$ cat config.mk
export PLATFORM = sky130hd
export DESIGN_NAME = gshare_predictor
export DESIGN_NICKNAME = d
export VERILOG_FILES = /design/src/rtl/gshare_predictor.sv
export SDC_FILE = /design/constraint.sdc
export NUM_CORES = 1
export LEC_CHECK = 0
export ABC_AREA = 1
export CORE_MARGIN = 4
export CORE_UTILIZATION = 55
export CTS_CLUSTER_DIAMETER = 60
export DETAILED_ROUTE_END_ITERATION = 16
export MAX_ROUTING_LAYER = met4
export PLACE_DENSITY = 0.75
export SLEW_MARGIN = 10
export SYNTH_ARGS = -nofsm -noshare
export SYNTH_HDL_FRONTEND = slang
export SYNTH_SLANG_ARGS = --single-unit
$ cat constraint.sdc
create_clock -name clk -period 5.9 [get_ports clk]
set_input_delay 0.885 -clock clk [delete_from_list [all_inputs] [get_ports clk]]
set_output_delay 0.885 -clock clk [all_outputs]
set_load 0.02 [all_outputs]
$ cat src/rtl/gshare_predictor.sv
// Gshare branch direction predictor: PC index XOR global history selects a
// saturating counter; history is shifted speculatively and repaired on mispredict.
module gshare_predictor #(
    parameter int unsigned CTR_WIDTH  = 2,
    parameter int unsigned INDEX_BITS = 7,
    parameter int unsigned HIST_BITS  = 7
) (
    input  logic                  clk,
    input  logic                  rst,
    input  logic                  pred_valid,
    input  logic [INDEX_BITS-1:0] pred_pc_idx,
    output logic                  pred_ready,
    output logic                  pred_taken,
    output logic [HIST_BITS-1:0]  pred_hist,
    input  logic                  upd_valid,
    input  logic [INDEX_BITS-1:0] upd_pc_idx,
    input  logic [HIST_BITS-1:0]  upd_hist,
    input  logic                  upd_taken,
    input  logic                  upd_mispredict
);

    localparam int unsigned DEPTH = 2 ** INDEX_BITS;
    localparam logic [CTR_WIDTH-1:0] CTR_WNT = {1'b0, {(CTR_WIDTH-1){1'b1}}};
    localparam logic [CTR_WIDTH-1:0] CTR_MAX = '1;
    localparam logic [CTR_WIDTH-1:0] CTR_MIN = '0;

    typedef enum logic {
        ST_INIT,
        ST_RUN
    } state_t;

    state_t                  state;
    logic [INDEX_BITS-1:0]   init_ptr;
    logic [HIST_BITS-1:0]    ghr;
    logic [CTR_WIDTH-1:0]    ctr_tab [DEPTH];

    logic [INDEX_BITS-1:0]   pidx;
    logic [INDEX_BITS-1:0]   uidx;
    logic                    pred_dir;
    logic [CTR_WIDTH-1:0]    upd_cur;
    logic [CTR_WIDTH-1:0]    upd_next;
    logic [HIST_BITS:0]      spec_ext;
    logic [HIST_BITS:0]      rec_ext;
    logic                    running;

    assign running  = (state == ST_RUN);
    assign pidx     = pred_pc_idx ^ INDEX_BITS'(ghr);
    assign uidx     = upd_pc_idx ^ INDEX_BITS'(upd_hist);
    assign pred_dir = ctr_tab[pidx][CTR_WIDTH-1];
    assign upd_cur  = ctr_tab[uidx];

    // Shift-in is formed on a one-bit-wider vector so HIST_BITS=1 needs no special case.
    assign spec_ext = {ghr, pred_dir};
    assign rec_ext  = {upd_hist, upd_taken};

    assign pred_taken = running & pred_dir;
    assign pred_hist  = running ? ghr : '0;

    always_comb begin
        upd_next = upd_cur;
        if (upd_taken) begin
            if (upd_cur != CTR_MAX) begin
                upd_next = upd_cur + CTR_WIDTH'(1);
            end
        end else begin
            if (upd_cur != CTR_MIN) begin
                upd_next = upd_cur - CTR_WIDTH'(1);
            end
        end
    end

    // Table storage is left unreset; the init walk clears it after every reset.
    always_ff @(posedge clk) begin
        if (!rst) begin
            if (state == ST_INIT) begin
                ctr_tab[init_ptr] <= CTR_WNT;
            end else if (upd_valid) begin
                ctr_tab[uidx] <= upd_next;
            end
        end
    end

    always_ff @(posedge clk) begin
        if (rst) begin
            state      <= ST_INIT;
            init_ptr   <= '0;
            ghr        <= '0;
            pred_ready <= 1'b0;
        end else begin
            case (state)
                ST_INIT: begin
                    init_ptr <= init_ptr + INDEX_BITS'(1);
                    if (init_ptr == '1) begin
                        state      <= ST_RUN;
                        pred_ready <= 1'b1;
                    end
                end
                ST_RUN: begin
                    if (upd_valid && upd_mispredict) begin
                        ghr <= rec_ext[HIST_BITS-1:0];
                    end else if (pred_valid) begin
                        ghr <= spec_ext[HIST_BITS-1:0];
                    end
                end
                default: begin
                    state <= ST_INIT;
                end
            endcase
        end
    end

endmodule

==> results by stage <==
Synthesis:
- The total of flip-flops plus latches after synthesis is approximately 270.
- The number of instances in the synthesized netlist is around 1500.
- The simple-gate share of the synthesized area is between 30% and 40%.
- The proportion of synthesized area in mux cells is 0%.
- The biggest area contributor in the post-synthesis netlist is edfxtp_1.
- After synthesis, the largest family of logic cells by area is simple AND/OR/NAND/NOR gates.
- The part of the Yosys area used for sequential elements is approximately 61%.
- For this run, the leading register cell type out of synthesis is edfxtp_1.
- During synthesis, Yosys emitted a total of 0 warnings.
- The area share of the largest cell type after synthesis is 58.1%.
- The synthesized netlist devotes 1.38% of its cell area to compound gates.
- In the post-synthesis netlist, the biggest area contributors are edfxtp_1, nand3_1, nand2_1, nor2_1, dfxtp_1.
- Sorting the synthesized cells by how often they occur yields nand2_1, nand3_1, edfxtp_1.
- In the post-synthesis netlist, the cell with the most instances is nand2_1.
- The post-synthesis area per instance is 9.10 um2.
- The synthesized netlist devotes 1.10% of its cell area to XOR and XNOR gates.
- Of the total synthesized cell area, the portion taken by full adders, half adders and majority gates is 0.0946%.
- The cell area after technology mapping is approximately 13000 um2.
- The number of enable-type register cells in the synthesized netlist is about 260.
- The post-synthesis async set-or-reset flop share is 0%.
- The number of nets in the synthesized netlist is about 1500.
- After synthesis, the netlist uses 26 different library cells.

STA:
- Headroom to the max-slew limit came out at between 20% and 30%.
- The slew at the pin closest to its max-slew limit is about 1.1 ns.
- Setup repair after global routing left no endpoint under its margin.
- Setup violations remaining at the end of the flow were counted as 0.
- The minimum period implied by the final worst setup slack is just under 5 ns.
- Across all hold checks on the routed design, the worst slack comes to between 0.4 and 0.5 ns.
- For the final database, setup skew stands at between 0.01 and 0.015 ns.
- The final hold violation count was 0.
- After routing, the total negative slack on setup checks comes to 0 ns.
- The max-slew violation count came to 0.
- Derived from the worst setup path, the maximum achievable clock frequency is 207 MHz.
- Of the available clock period, the critical path in the final layout requires between 80% and 90%.
- In the post-route analysis, the smallest setup slack over all paths is ~1.1 ns.

Clocking:
- The number of levels in the clock H-tree is 1.
- Hold repair after CTS inserted 0 buffers.
- The CTS clock-pin slew for the worst setup and hold paths is ~0.060 ns.
- The clock drives between 200 and 300 sinks.
- The clock latency reported for the late side of the worst-skew pair is ~0.53 ns.
- The post-cts repair resize count is 0.
- The tree is rooted in a clkbuf_16.
- The total CTS buffers is 27.
- TritonCTS built the clock tree.
- The longest clock path from root to sink contains 3 buffers.
- The number of buffers inserted by post-CTS setup repair is 0.

Floorplan:
- The die covers 26600 um2.
- The width of the die is 163 um.
- In this run the standard cell core region covers between 20000 and 25000 um2.
- The initial utilization of the core area, before any placement, comes to around 56%.
- The number of ports placed on the die boundary is 36.
- The row count is 56.
- The die height is 163 um.

Drt:
- After detailed routing, the average wire length per cell comes to approximately 21 um.
- In the routed design, unresolved DRC markers number 0.
- The iteration count of the initial detailed-routing pass is 8.
- The final antenna-violating net count is 0.
- The total length of routed wires is around 38000 um.
- Across all layers, the routed design uses roughly 11000 vias.
- The mean number of vias per cell is approximately 6.1.
- The detailed router's first-iteration violation count is 1552.

Power and ir drop:
- The overall power is 4150 uW.
- The cell leakage power is 0.00536 uW.
- The ratio of total power to cell area is roughly 280 nW/um2.
- IR analysis of the VDD net gives a maximum drop of 0.000213 V.

Placed design:
- Port buffering added 35 buffers.
- The number of placed cells counting well taps is ~1700.
- The pre-CTS worst setup slack is 1.14 ns.
- Summed over all nets, the half-perimeter wirelength after detailed placement is between 20000 and 25000 um.
- The congestion estimate from routability-driven global placement came to approximately 0.89.

Setup path:
- By startpoint and endpoint, the worst setup path is classified as in -> out.
- Of all nets on the critical path, the largest fanout is 40.
- The critical path startpoint category is an input pin.
- For the worst setup path, the data arrival time is 3.96 ns.
- The critical path endpoint category is a primary output.
- The worst register-to-register path has a depth of 8.
- For the worst setup path, the data required time is 5.02 ns.

Min path:
- In this run the worst hold path is classified as reg -> reg.
- The cell count of the worst hold path is 2.

Global route:
- The number of antenna violations at the first check in global routing was 0.
- Entering global routing, the biggest net connects 73 pins.
- Summed over all layers, the global routing overflow is 0.
- The via count of the first global-routing pass is ~11000.
- The global-route wire length before repair is 58200 um.
- Global routing used between 20% and 30% of the available tracks across all layers.

Finish:
- The net count of the finished layout is between 1000 and 1500.
- The share of final-layout standard cells stronger than drive strength 1 is approximately 5.7%.
- The finished layout holds between 1500 and 2000 standard cells, fillers aside.
- The relative area change from synthesis to final layout is 11.4%.
- 0 antenna diodes ended up in the layout.

Job:
- The number of max-cap violations is 0.

Run status:
- The run finished with clean final reports.
-- flip-flops by register name, summed over array words and instances (netlist names) --
signal,count
ctr_tab,256
running,1
ghr,7
pred_ready,1
init_ptr,7
-- layout make-up --
type,count,area [um2]
timing repair buffer,58,598
clock inverter,16,124
tap,319,399
inverter,48,180
multi-input combinational,1052,4720
clock buffer,33,698
fill,1947,8810
sequential,272,8010
-- kinds of logic after synthesis --
logic type / count (synthesis)
xor+xnor: 14
flops: 272
simple gates: 1005
compound gates: 32
buf+inv: 129
fa+ha+maj: 1
-- routing by layer --
layer	GRT usage (%)	up-vias	wire [um]	part of all wire [%]
met3	5.40	130	4460	12
met2	46.1	701	17600	47
met1	37.8	5168	14100	38
met4	11.1	0	1350	3.6
met5	-	-	0	0
li1	-	4994	-	-
-- layout by cell type (no fill, tap or decap), types with 7 or more instances in the layout --
master,synthesis,final
xnor2_1,9,7
nor2_1,142,141
edfxtp_1,256,256
buf_4,4,17
a21oi_1,9,9
clkinv_1,0,8
o21ai_0,9,9
dfxtp_1,16,16
nand2_1,450,447
inv_1,45,45
nor3_1,13,13
clkdlybuf4s50_1,0,35
clkbuf_16,0,27
nand3_1,390,389
-- stage by stage --
stage          util, %  area (um2)
2_1_floorplan        -       13200
6_report          62.6       14700
3_5_place_dp      59.1       13900
3_3_place_gp      59.1       13900
5_1_grt           62.6       14700
4_1_cts           62.6       14700
-- where the power goes --
part / switching [uW] / total (uW) / internal (uW)
registers: 3.16 / 2080 / 2080
logic: 318 / 450 / 133
clock network: 694 / 1620 / 924
-- critical path: stages --
cell	delay (ns)
clkdlybuf4s50_1	0.48
inv_1	0.11
nand2_2	0.14
nand2_2	0.44
buf_12	0.28
nand2_1	0.08
nand3_1	0.08
nand3_1	0.09
nand3_1	0.12
nand3_1	0.13
nand3_1	0.13
nand3_1	0.11
a21oi_1	0.23
clkdlybuf4s50_1	0.64
-- worst paths after layout --
check,to,start,slack (ns)
max,pred_taken,pred_pc_idx[0],1.06
min reg2reg,init_ptr[5],init_ptr[5],0.48
max reg2reg,ctr_tab[11][0],running,2.43
min,init_ptr[5],init_ptr[5],0.48
Note: power is estimated with default switching activity, not from simulation.
